**config.mk**
```make
export PLATFORM = sky130hd
export DESIGN_NAME = controlador_contador
export DESIGN_NICKNAME = d
export VERILOG_FILES = /design/src/rtl/controlador_contador_pkg.sv /design/src/rtl/contador_en.sv /design/src/rtl/controlador_contador.sv
export SDC_FILE = /design/constraint.sdc
export NUM_CORES = 1
export LEC_CHECK = 0
export ABC_CLOCK_PERIOD_IN_PS = 1800
export CORE_MARGIN = 2
export CORE_UTILIZATION = 42
export CTS_CLUSTER_DIAMETER = 120
export DETAILED_ROUTE_END_ITERATION = 6
export GPL_TIMING_DRIVEN = 0
export PLACE_DENSITY = 0.81
export SLEW_MARGIN = 30
export SYNTH_ARGS = -nofsm -noshare
export SYNTH_HDL_FRONTEND = slang
export SYNTH_HIERARCHICAL = 1
export SYNTH_SLANG_ARGS = --single-unit
```
**constraint.sdc**
```tcl
create_clock -name clk -period 1.8 [get_ports clk]
set_clock_uncertainty 0.05 [all_clocks]
set_input_delay 0.36 -clock clk [delete_from_list [all_inputs] [get_ports clk]]
set_output_delay 0.36 -clock clk [all_outputs]
set_load 0.01 [all_outputs]
```
**src/rtl/controlador_contador_pkg.sv**
```systemverilog
// Shared definitions for the round-robin counter controller:
// state encodings and the state width.
package controlador_contador_pkg;

  localparam int unsigned STATE_W = 2;

  typedef enum logic [STATE_W-1:0] {
    ST_IDLE = 2'd0,
    ST_RUN  = 2'd1,
    ST_DONE = 2'd2
  } state_e;

endpackage

```
**src/rtl/contador_en.sv**
```systemverilog
// Shared up-counter with synchronous clear (priority over enable) and
// asynchronous active-low reset.
module contador_en #(
  parameter int unsigned WIDTH = 8
) (
  input  logic             clk,
  input  logic             rst_n,
  input  logic             clr,
  input  logic             en,
  output logic [WIDTH-1:0] cuenta
);

  logic [WIDTH-1:0] cuenta_q;
  logic [WIDTH-1:0] cuenta_d;

  always_comb begin
    cuenta_d = cuenta_q;
    if (clr) begin
      cuenta_d = '0;
    end else if (en) begin
      cuenta_d = cuenta_q + WIDTH'(1);
    end
  end

  always_ff @(posedge clk or negedge rst_n) begin
    if (!rst_n) begin
      cuenta_q <= '0;
    end else begin
      cuenta_q <= cuenta_d;
    end
  end

  assign cuenta = cuenta_q;

endmodule

```
**src/rtl/controlador_contador.sv**
```systemverilog
// Round-robin arbiter granting a shared counter to one requester at a time;
// the owner's counter runs up to its latched terminal count, then gets a done pulse.
module controlador_contador
  import controlador_contador_pkg::*;
#(
  parameter int unsigned WIDTH = 8,
  parameter int unsigned N_REQ = 4
) (
  input  logic                   clk,
  input  logic                   rst_n,
  input  logic [N_REQ-1:0]       req,
  input  logic [N_REQ*WIDTH-1:0] limite,
  output logic [N_REQ-1:0]       grant,
  output logic [N_REQ-1:0]       done,
  output logic                   busy,
  output logic [WIDTH-1:0]       cuenta
);

  localparam int unsigned PTR_W = (N_REQ > 1) ? $clog2(N_REQ) : 1;

  state_e             state_q;
  logic [PTR_W-1:0]   ptr_q;
  logic [PTR_W-1:0]   win_q;
  logic [WIDTH-1:0]   lim_q;
  logic [N_REQ-1:0]   grant_q;
  logic [N_REQ-1:0]   done_q;
  logic               busy_q;

  logic               arb_found;
  logic [PTR_W-1:0]   arb_idx;
  logic [PTR_W-1:0]   cand;
  logic               cnt_clr;
  logic               cnt_en;

  // Search starts just after the last completed owner, wrapping modulo N_REQ.
  always_comb begin
    arb_found = 1'b0;
    arb_idx   = ptr_q;
    cand      = ptr_q;
    for (int unsigned off = 1; off <= N_REQ; off++) begin
      cand = PTR_W'((32'(ptr_q) + off) % N_REQ);
      if (!arb_found && req[cand]) begin
        arb_found = 1'b1;
        arb_idx   = cand;
      end
    end
  end

  // Counter is cleared on a new grant or an abort; it advances only while short of the limit.
  always_comb begin
    cnt_clr = 1'b0;
    cnt_en  = 1'b0;
    case (state_q)
      ST_IDLE: cnt_clr = arb_found;
      ST_RUN: begin
        if (!req[win_q]) begin
          cnt_clr = 1'b1;
        end else if (cuenta != lim_q) begin
          cnt_en = 1'b1;
        end
      end
      default: ;
    endcase
  end

  always_ff @(posedge clk or negedge rst_n) begin
    if (!rst_n) begin
      state_q <= ST_IDLE;
      ptr_q   <= PTR_W'(N_REQ - 1);
      win_q   <= '0;
      lim_q   <= '0;
      grant_q <= '0;
      done_q  <= '0;
      busy_q  <= 1'b0;
    end else begin
      done_q <= '0;
      case (state_q)
        ST_IDLE: begin
          if (arb_found) begin
            state_q <= ST_RUN;
            win_q   <= arb_idx;
            lim_q   <= limite[32'(arb_idx)*WIDTH +: WIDTH];
            grant_q <= N_REQ'(1) << arb_idx;
            busy_q  <= 1'b1;
          end
        end
        ST_RUN: begin
          // An abandoned request wins over completion: no done, pointer unchanged.
          if (!req[win_q]) begin
            state_q <= ST_IDLE;
            grant_q <= '0;
            busy_q  <= 1'b0;
          end else if (cuenta == lim_q) begin
            state_q <= ST_DONE;
            grant_q <= '0;
            done_q  <= grant_q;
            busy_q  <= 1'b0;
          end
        end
        ST_DONE: begin
          state_q <= ST_IDLE;
          ptr_q   <= win_q;
        end
        default: begin
          state_q <= ST_IDLE;
          grant_q <= '0;
          busy_q  <= 1'b0;
        end
      endcase
    end
  end

  contador_en #(
    .WIDTH(WIDTH)
  ) u_contador (
    .clk   (clk),
    .rst_n (rst_n),
    .clr   (cnt_clr),
    .en    (cnt_en),
    .cuenta(cuenta)
  );

  assign grant = grant_q;
  assign done  = done_q;
  assign busy  = busy_q;

endmodule

```
==> impl_results.md <==
* Outcome: complete, but fails checks
* Violated checks: negative setup slack
* WL per Instance at 15.43 microns
* Peak VDD IR at 839.7 uV
* Unrepaired setup endpoints after global routing: yes
* Synth-to-layout area growth at 54.31%
* Placed insts at 286
* TritonCTS clock tree: done
* Hold Crit Class: in2async
* Via count at 1695
* Global-route wire length before repair at 8114 microns
* R2R Setup Slk at -0.19 ns
* Root Driver: clkbuf_8
* Via density at 5.450
* Core Footprint at 0.004086 sq mm
* Seq cells post-synth at 31
* Period utilisation layout at 1.113
* Post-synthesis simple-gate area fraction at 0.2175
* CTS Sinks at 31
* GRT overflow at 0
* Adder-Cell Fraction of Synth Area at 0.006840
* Synthesized instance count at 182
* CTS max path bufs at 2
* Critical R2R Capture: u_contador/cuenta[3]$_DFFE_PN0P_
* 1st-iter DRT viols at 117
* Crit end category: flop
* Syn nets at 221
* Static Leakage at 0.001151 uW
* Slew margin rel. at 0.5572
* Final Max Slew Viols at 0
* Cell area power density at 1383 mW/mm^2
* Vias in the first global route at 1670
* Antenna violations before repair at 0
* Critical Path Source Type: primary input
* Worst reg2reg path startpoint: win_q[0]$_DFFE_PN0P_
* Critical path peak fanout at 5
* Cts bufs inserted at 5
* Number of synthesized flops with an enable pin at 0
* Setup WS post-layout at -0.2032 ns
* Total Wirelength at 4798 microns
* TNS Setup at -1.381 ns
* Number of max-cap violations at 0
* H-tree Lvls at 2
* Synthesized area at 0.001829 sq mm
* Worst slew pin tran at 0.6642 ns
* Tot GR Track Use at 0.2079
* Largest family of logic cells by synthesized area: simple AND/OR/NAND/NOR gates
* Async SR Flop Fraction at 1.000
* Die height at 70.00 microns
* Die Footprint at 0.004899 sq mm
* Share of layout cells above drive strength 1 at 0.2605
* Gpl congestion at 0.7648
* Nets@finish at 300
* Final setup fails at 16
* Num rows at 23
* Synth unique cells at 39
* Initial Utilization at 0.4476
* Crit path required time at 1.92 ns
* Register area share after synthesis at 0.4254
* Largest net degree at the start of global routing at 32
* Worst path arrival time at 2.13 ns
* Hold buffer count at cts at 0
* # DRC at 0
* YS warnings at 6
* Clk Latency, worst-skew pair at 0.28 ns
* Xor/xnor cell area share of the yosys netlist at 0.05746
* Commonest non-fill, non-tap cell in the layout: clkdlybuf4s50_1
* Most frequent cells in the layout: 49 x clkdlybuf4s50_1, 27 x dfrtp_1, 17 x buf_4
* I/O pins at 55
* Non-filler cells, final at 311
* # diodes at 0
* Multiplexer area fraction after synthesis at 0.06156
* Worst Reg2Reg Path Length in Cells at 8
* Core Util, Final at 0.6908
* Worst-path clk slew at 0.06 ns
* Top_reg_cell synth: dfrtp_1
* Final min period at 2.003 ns
* Die W at 70.00 microns
* Compound-Gate Fraction of Synth Area at 0.1922
* Syn Area/Cell at 10.05 sq um
* Crit Path Class: in2reg
* Detailed Routing Iterations Pass 1 at 4
* IO Port Bufs at 54
* Fmax at 499.2 MHz
* Endpoints failing hold at 0
* Antenna viol nets, final at 0
* HPWL after DPL at 3340 microns
[routing by layer]
metal  routed length [microns]  global-route usage
met3                       231             0.04185
met1                      2087              0.2730
met2                      2386              0.3407
met5                         0                   0
met4                        91             0.07265
[power by group]
group,internal (uW),leakage (uW),switching (uW)
combinational,1160,0.000706,1060
clock,299,0.0000470,240
sequential,940,0.000398,209
total,2400,0.00115,1510
[cell usage after synthesis, types with 2 or more instances]
cell	number	share of area
buf_6	3	0.018
a21o_1	2	0.0082
nand4_1	4	0.014
buf_4	2	0.0082
nand2_1	19	0.039
o21ai_0	15	0.041
a22o_1	4	0.019
inv_1	3	0.0062
nand3_1	6	0.016
nand2b_1	6	0.021
o311ai_1	8	0.038
xnor2_1	9	0.043
and4_1	8	0.038
mux2i_1	9	0.049
or3_1	3	0.010
nor2_1	12	0.025
xor2_1	3	0.014
and2_1	4	0.014
a21oi_1	4	0.011
o31a_1	8	0.038
dfrtp_1	29	0.40
dfstp_2	2	0.029
clkbuf_1	3	0.0062
[layout make-up]
class | instances | area [sq um]
clock buffers | 6 | 82.58
flip-flops and latches | 31 | 780.7
well taps | 50 | 62.56
clock inverters | 1 | 5.005
repair buffers | 74 | 701.9
inverters | 3 | 13.76
plain buffers | 6 | 47.55
multi-input cells | 140 | 1129
fillers | 316 | 1264
[sequential cells by signal (all words and copies together) (netlist names)]
signal and flops:
busy 1, done 4, grant 4, lim_q 8, ptr_q 2, state_q 2
u_contador/cuenta 8, win_q 2
[worst max-delay path by stage]
| stage | from | to | cells past startpoint |
|---|---|---|---|
| after floorplan | win_q[0]$_DFFE_PN0P_ | u_contador/cuenta[3]$_DFFE_PN0P_ | 8 |
| after global placement | req[3] | u_contador/cuenta[3]$_DFFE_PN0P_ | 9 |
| after detailed placement | req[2] | u_contador/cuenta[7]$_DFFE_PN0P_ | 9 |
| after CTS | win_q[0]$_DFFE_PN0P_ | u_contador/cuenta[7]$_DFFE_PN0P_ | 6 |
| after global routing | req[0] | u_contador/cuenta[3]$_DFFE_PN0P_ | 9 |
| final | req[0] | u_contador/cuenta[3]$_DFFE_PN0P_ | 9 |
[repair_timing]
item / in CTS / in global routing
setup buffers: 11 / 9
setup endpoints to repair: 26 / 29
pin swaps: 8 / 14
gates resized for setup: 21 / 36
cloned: 1 / 0
[kinds of logic (layout without fill, tap and decap cells)]
family / after synthesis / after routing
simple gates: 70 / 70
fa+ha+maj: 1 / 1
buf+inv: 11 / 90
xor+xnor: 12 / 12
compound gates: 47 / 47
mux: 10 / 10
flops: 31 / 31
[worst max-delay path: stages]
cell,delay [ns]
clkdlybuf4s15_1,0.30
mux4_2,0.53
nand3b_1,0.14
o21bai_4,0.16
inv_4,0.06
o2111ai_4,0.24
buf_6,0.14
xor2_1,0.14
nor2_1,0.05
[metrics by stage]
step | hold slack [ns] | worst slack [ns] | cell area [sq um] | total power, uW
6_report | 0.05641 | -0.2032 | 2823 | 3905
5_1_grt | 0.1202 | -0.2859 | 2823 | 4171
4_1_cts | 0.07956 | -0.1758 | 2670 | 3626
3_5_place_dp | 0.3847 | -0.9634 | 2457 | 2853
3_3_place_gp | 0.4381 | -0.9019 | 2462 | 2806
2_1_floorplan | 0.01441 | -0.08909 | 1859 | 2336
Note: power is estimated with default switching activity, not from simulation.
